[src/rtl/pwm_pkg.sv]
// Shared types and constants for the PWM capture block.
// Optional input glitch filter is enabled with `define PWM_CAP_FILTER_EN.
package pwm_pkg;

    localparam int DEFAULT_N = 9;
    localparam int CNT_W     = DEFAULT_N + 1;
    localparam logic [CNT_W-1:0] TIMEOUT = '1;

    typedef enum logic {
        IDLE,
        MEAS
    } cap_state_t;

    // Largest value an (n+1)-bit measurement counter reaches before timing out
    function automatic int timeout_for(input int n);
        return (1 << (n + 1)) - 1;
    endfunction

endpackage

[src/rtl/pwm_in_cond.sv]
// Input conditioning: synchronizer, optional glitch filter (PWM_CAP_FILTER_EN)
// and rising-edge detect for the captured PWM waveform.
module pwm_in_cond #(
    parameter int SYNC_STAGES = 2,
    parameter int FILT_LEN    = 4
) (
    input  logic clk,
    input  logic reset,
    input  logic pwm_in,
    output logic s,
    output logic rise
);

    logic [SYNC_STAGES-1:0] sync;
    logic                   s_d;

    always_ff @(posedge clk or posedge reset) begin
        if (reset) begin
            sync <= '0;
        end else begin
            sync <= {sync[SYNC_STAGES-2:0], pwm_in};
        end
    end

`ifdef PWM_CAP_FILTER_EN
    localparam int FW = $clog2(FILT_LEN + 1);

    logic [FW-1:0] run_cnt;
    logic          filt;

    // Output follows the synchronized input only after FILT_LEN agreeing samples
    always_ff @(posedge clk or posedge reset) begin
        if (reset) begin
            run_cnt <= '0;
            filt    <= 1'b0;
        end else if (sync[SYNC_STAGES-1] == filt) begin
            run_cnt <= '0;
        end else if (run_cnt == FW'(FILT_LEN - 1)) begin
            run_cnt <= '0;
            filt    <= sync[SYNC_STAGES-1];
        end else begin
            run_cnt <= run_cnt + 1'b1;
        end
    end

    assign s = filt;
`else
    assign s = sync[SYNC_STAGES-1];
`endif

    always_ff @(posedge clk or posedge reset) begin
        if (reset) begin
            s_d <= 1'b0;
        end else begin
            s_d <= s;
        end
    end

    assign rise = s & ~s_d;

endmodule

[src/rtl/pwm_capture.sv]
// Measures high time and period of an asynchronous PWM input in clk cycles.
// Define PWM_CAP_FILTER_EN to insert a FILT_LEN-cycle glitch filter on the input.
module pwm_capture
    import pwm_pkg::*;
#(
    parameter int N           = DEFAULT_N,
    parameter int SYNC_STAGES = 2,
    parameter int FILT_LEN    = 4
) (
    input  logic       clk,
    input  logic       reset,
    input  logic       pwm_in,
    output logic [N:0] high_out,
    output logic [N:0] period_out,
    output logic       valid,
    output logic       stuck,
    output logic       level
);

    localparam int W = N + 1;
    localparam logic [W-1:0] TMO = W'(timeout_for(N));
    localparam logic [W-1:0] ONE = W'(1);

    logic s;
    logic rise;

    cap_state_t state, state_nx;
    logic [W-1:0] period_cnt, period_cnt_nx;
    logic [W-1:0] high_cnt, high_cnt_nx;
    logic [W-1:0] high_out_nx, period_out_nx;
    logic         valid_nx, stuck_nx;

    pwm_in_cond #(
        .SYNC_STAGES(SYNC_STAGES),
        .FILT_LEN   (FILT_LEN)
    ) u_cond (
        .clk   (clk),
        .reset (reset),
        .pwm_in(pwm_in),
        .s     (s),
        .rise  (rise)
    );

    assign level = s;

    always_ff @(posedge clk or posedge reset) begin
        if (reset) begin
            state      <= IDLE;
            period_cnt <= '0;
            high_cnt   <= '0;
            high_out   <= '0;
            period_out <= '0;
            valid      <= 1'b0;
            stuck      <= 1'b0;
        end else begin
            state      <= state_nx;
            period_cnt <= period_cnt_nx;
            high_cnt   <= high_cnt_nx;
            high_out   <= high_out_nx;
            period_out <= period_out_nx;
            valid      <= valid_nx;
            stuck      <= stuck_nx;
        end
    end

    // The rise cycle itself counts as the first high cycle of the new period
    always_comb begin
        state_nx      = state;
        period_cnt_nx = period_cnt;
        high_cnt_nx   = high_cnt;
        high_out_nx   = high_out;
        period_out_nx = period_out;
        valid_nx      = 1'b0;
        stuck_nx      = stuck;
        case (state)
            IDLE: begin
                if (rise) begin
                    state_nx      = MEAS;
                    period_cnt_nx = ONE;
                    high_cnt_nx   = ONE;
                end
            end
            MEAS: begin
                if (rise) begin
                    high_out_nx   = high_cnt;
                    period_out_nx = period_cnt;
                    valid_nx      = 1'b1;
                    stuck_nx      = 1'b0;
                    period_cnt_nx = ONE;
                    high_cnt_nx   = ONE;
                end else if (period_cnt == TMO) begin
                    stuck_nx      = 1'b1;
                    state_nx      = IDLE;
                    period_cnt_nx = '0;
                    high_cnt_nx   = '0;
                end else begin
                    period_cnt_nx = period_cnt + ONE;
                    high_cnt_nx   = high_cnt + {{(W-1){1'b0}}, s};
                end
            end
            default: begin
                state_nx = IDLE;
            end
        endcase
    end

endmodule

[config.mk]
export PLATFORM = sky130hd
export DESIGN_NAME = pwm_capture
export DESIGN_NICKNAME = d
export VERILOG_FILES = /design/src/rtl/pwm_pkg.sv /design/src/rtl/pwm_in_cond.sv /design/src/rtl/pwm_capture.sv
export SDC_FILE = /design/constraint.sdc
export NUM_CORES = 1
export LEC_CHECK = 0
export CAP_MARGIN = 20
export CORE_MARGIN = 2
export CORE_UTILIZATION = 58
export DETAILED_ROUTE_END_ITERATION = 7
export PLACE_DENSITY = 0.81
export RECOVER_POWER = 50
export SLEW_MARGIN = 20
export SYNTH_ARGS = -nofsm -noshare
export SYNTH_HDL_FRONTEND = slang
export SYNTH_SLANG_ARGS = --single-unit
[constraint.sdc]
create_clock -name clk -period 4.7 [get_ports clk]
set_input_delay 0.94 -clock clk [delete_from_list [all_inputs] [get_ports clk]]
set_output_delay 0.94 -clock clk [all_outputs]
set_load 0.03 [all_outputs]
-- Word-level counts from Yosys, hierarchy flattened
Cells that the tools add are included.
W data, S select, Z words.
- output and inout bits: 23
- register bits: 46
- logic and storage cells: 33
- eq/ne operators: 2
- $add $sub $neg: 2
- muxes and demuxes: 14
- reduce and logical (&&, ||, !) cells: 3
- bitwise operators: 3
- operator list (kind ; number):
    $mux W10 ; 5
    $pmux W10 S2 ; 2
    $add A10 B1 Y10 ; 1
    $add A10 B1 Y10 const B ; 1
    $eq A10 B10 Y1 const B ; 1
    $mux W1 ; 6
    $reduce_and A2 Y1 ; 2
    $ne A2 B2 Y1 const B ; 1
    $not A1 Y1 ; 2
    $pmux W1 S2 ; 1
    $reduce_bool A2 Y1 ; 1
    $and A1 B1 Y1 ; 1

-- Depth between registers and ports, before layout
- word-level depth: 4
- gate-level depth with buffers: 7
- mapped depth without buffers: 5

-- Hierarchy
Synthesis repeated with hierarchy kept, for this count alone.
- cells, all modules: 179
- area total of the unflattened synthesis: 2090.8 um2
- modules (own cells, without submodules) (module ; area each (um2) ; cells each ; times used):
    pwm_capture ; 1998.2 ; 174 ; 1
    pwm_in_cond ; 92.6 ; 5 ; 1

-- Worst setup path after synthesis
No wires, ideal clock.
- path kind: flip-flop to flip-flop
- start point: register period_cnt[0]
- end point: register high_cnt[5]
- period minus slack after synthesis: 1.668 ns
- path slack: 3.032 ns
- required time: 4.578 ns
- stages on the path, launching flop included: 6
- path buffers: 0
- arrival: 1.547 ns
- library setup time: 0.122 ns
- cells stage by stage: dfrtp_1 -> ha_1 -> nand4_2 -> o31a_1 -> a22o_1 -> a32o_1
- word-level cells in the longest chain between the ends: 4
- ends and longest elaborated chain (item ; RTL line ; RTL):
    start: declaration ; pwm_capture.sv:28 ; logic [W-1:0] period_cnt, period_cnt_nx;
    start signal: assignment ; pwm_capture.sv:57 ; period_cnt <= period_cnt_nx;
    $eq A10 B10 Y1 ; pwm_capture.sv:91 ; end else if (period_cnt == TMO) begin
    $mux W10 ; pwm_capture.sv:91 ;
    $mux W10 ; pwm_capture.sv:84 ; if (rise) begin
    $pmux W10 S2 ; pwm_capture.sv:75 ; case (state)
    end signal: assignment ; pwm_capture.sv:58 ; high_cnt <= high_cnt_nx;
    end: declaration ; pwm_capture.sv:29 ; logic [W-1:0] high_cnt, high_cnt_nx;
Every way passes these cells.
A chain may end at the register's enable or synchronous reset.

==> impl_results.md <==
- # resized after CTS: 0
- Post-synthesis cell area: between 2000 and 2500 µm²
- Post-Route Skew: 0.0119 ns
- RSZ-0062 raised after global routing: false
- Outcome: finished, violations left
- Final nets: about 240
- DRC: 0
- Synth warn: 0
- Core ar.: about 3300 µm²
- Antenna violations before repair: 0
- Worst setup EP type: asynchronous set/reset pin
- Ys async rst share: 1.00
- Standard-cell rows: 21
- CTS root buf: clkbuf_4
- GRT Residual Overflow: 0
- MaxCap Viol Count: 1
- Clock latency at the later pin of the worst-skew pair: ~0.36 ns
- Drt via density: roughly 5.5
- Fillers: 272
- CP max stage delay: around 1.7 ns
- Drt first-iter violations: 64
- Top-area cell type share of the netlist area: 0.574
- HPWL after DPL: 2760 µm
- Ranking of synthesized cells by area: dfrtp_1 (57%), nand2_1 (12%), xor2_1 (3.1%), ha_1 (2.5%), o21ai_0 (2.5%)
- First-pass GRT wire length: slightly below 7000 µm
- CP arrival: around 3 ns
- Area growth syn-to-layout: 16.8%
- Post-synth top area cell: dfrtp_1
- Most used DFF post-synth: dfrtp_1
- Tightest Pin Transition: between 2 and 2.5 ns
- Top-level port count: 26
- Worst path required time: about 4.7 ns
- CP top delay family: buffers and inverters
- Ant diodes: 0
- VDD IR-drop max: roughly 340 µV
- Die Height: around 63 µm
- Mapped Avg Cell Area: around 10 µm²
- Final setup fails: 0
- Setup bufs post-CTS: 0
- Die width: around 63 µm
- Violated checks: capacitance limit, slew limit
- Final worst-path cycle share: 0.649
- Initial DRT Pass Iterations: 4
- Die area: 3940 µm²
- Peak Freq: approximately 330 MHz
- Max Slew Vio Count: 47
- Port bufs: 25
- Type of origin of the critical path: input pin
- Fin util: 0.702
- GR Util All Layers: 0.226
- Leakage power: 1.15 nW
- Hold Fails Final Rpt: 0
- Pwr dens: around 380 nW/µm²
- Final setup TNS: 0 ns
- Largest net degree at the start of global routing: 47
- Post-synth EDFFs: 0
- Via Count: approximately 1500
- Final ANT Viol Nets: 0
- Mapped Nets: 212
- Drt total wl: 3900 µm
- CTS tree: built
- Final GP Congestion: between 0.8 and 0.9
- Synth Instances: between 200 and 250
- Starting Density: 0.601
- WS Path Type: in2async
- HP Start: u_cond.sync[0]
- Fraction of final layout cells sized beyond drive strength 1: 0.0560
- Crit path launch: reset
- # clock sinks: between 40 and 50
- Max Root-Sink Buffers: 2
- Worst-path maximum fanout: 46
- Wire per inst: between 10 and 15 µm
- TritonCTS Buffers: 5
- Reg2reg start: u_cond.sync[1]
- Crit-path slowest cell: clkbuf_1
- #FFs+latches synth: 46
- CTS Hold Bufs: 0
- CTS clk-pin slew, worst paths: 0.12 ns
- Fin crit period: a little over 3 ns
- Sequential area share after synthesis: 0.574
- Max H-tree Level: 2
- Vias in the first global route: 1521
- CP Buf/Inv Count: 3
- Worst rel slew slack: -0.557
- CP cell instances: clkdlybuf4s50_1 -> clkinv_1 -> clkbuf_1
- Distinct cells, synth: 39
- Hold Crit Class: reg2reg
[sequential cells by signal (all words and copies together) (netlist names), 2 cells and up]
| name | flops |
|---|---|
| high_cnt | 10 |
| high_out | 10 |
| u_cond.sync | 2 |
| period_out | 10 |
| period_cnt | 10 |
[power breakdown]
group          total (W)  internal [W]  switching (W)
Clock           0.000191     0.0000727       0.000119
Sequential      0.000495      0.000447      0.0000478
Combinational   0.000212     0.0000822       0.000130
Total           0.000898      0.000602       0.000296
[synthesized netlist by cell type, types with 2 or more instances]
master and instances:
nand2_1 63, and3_1 4, a32o_1 3, nor2_1 13, or3_1 2, a21oi_1 3
nor3_1 2, nand4_1 5, o21ai_0 10, ha_1 4, nand3_1 3, dfrtp_1 46
a22o_1 2, nand2b_1 2, nor4_1 2, xor2_1 7, o32ai_1 2, inv_1 7
clkbuf_1 5
[cell type report]
| cell class | count | area [µm²] | share of cell area |
|---|---|---|---|
| clock buffer | 7 | 55.1 | 0.0235 |
| clock inverter | 1 | 5.00 | 0.00214 |
| inverter | 8 | 30.0 | 0.0128 |
| multi-input combinational | 144 | 791 | 0.337 |
| sequential | 46 | 1150 | 0.491 |
| tap | 46 | 57.6 | 0.0246 |
| timing repair buffer | 26 | 254 | 0.108 |
[final timing paths]
kind / endpoint / slack [ns] / cells after the start
max: period_cnt[4] / 1.65 / 3
min: u_cond.sync[1] / 0.39 / 0
max reg2reg: period_out[5] / 2.55 / 5
min reg2reg: u_cond.sync[1] / 0.39 / 0
max in group clk: level / 2.25 / 1
min in group asynchronous: high_out[6] / 1.74 / 3
[cells in the final DEF, fill, tap and decap left out, types with 2 or more instances in the layout]
cell type / Yosys / routed
nand4_1: 5 / 6
clkbuf_4: 0 / 5
nand2_1: 63 / 63
o32ai_1: 2 / 2
nor2_1: 13 / 13
nand2b_1: 2 / 2
a32o_1: 3 / 3
or3_1: 2 / 2
dfrtp_1: 46 / 46
nand3_1: 3 / 3
a21oi_1: 3 / 3
nor4_1: 2 / 2
xor2_1: 7 / 7
and3_1: 4 / 4
o21ai_0: 10 / 10
a22o_1: 2 / 2
nor3_1: 2 / 2
inv_1: 7 / 6
clkbuf_1: 5 / 2
ha_1: 4 / 4
clkdlybuf4s50_1: 0 / 24
[kinds of logic (layout without fill, tap and decap cells)]
| family | after synthesis | after routing | synth area share |
|---|---|---|---|
| compound gates | 28 | 28 | 0.0998 |
| xor+xnor | 8 | 8 | 0.0349 |
| fa+ha+maj | 4 | 4 | 0.0250 |
| buf+inv | 15 | 42 | 0.0287 |
| flops | 46 | 46 | 0.574 |
| mux | 1 | 1 | 0.00561 |
| simple gates | 103 | 103 | 0.232 |
[per-layer routing]
| layer | GRT usage | routed length, µm | vias up |
|---|---|---|---|
| li1 | - | - | 745 |
| met1 | 0.290 | 1730 | 741 |
| met2 | 0.366 | 1930 | 36 |
| met3 | 0.0595 | 174 | 9 |
| met4 | 0.0917 | 72 | 0 |
| met5 | 0 | 0 | - |
[stage by stage]
step	hold WS, ns	cells	setup WS, ns	total power (W)	area [µm²]
floorplan	0.331	205	2.67	0.000632	2010
global placement	0.358	270	2.67	0.000707	2290
detailed placement	0.356	270	2.56	0.000717	2290
CTS	0.393	278	2.22	0.000903	2350
global route	0.402	278	1.08	0.000949	2340
finish	0.388	278	1.65	0.000898	2340
Power figures use the tool's default switching activity.
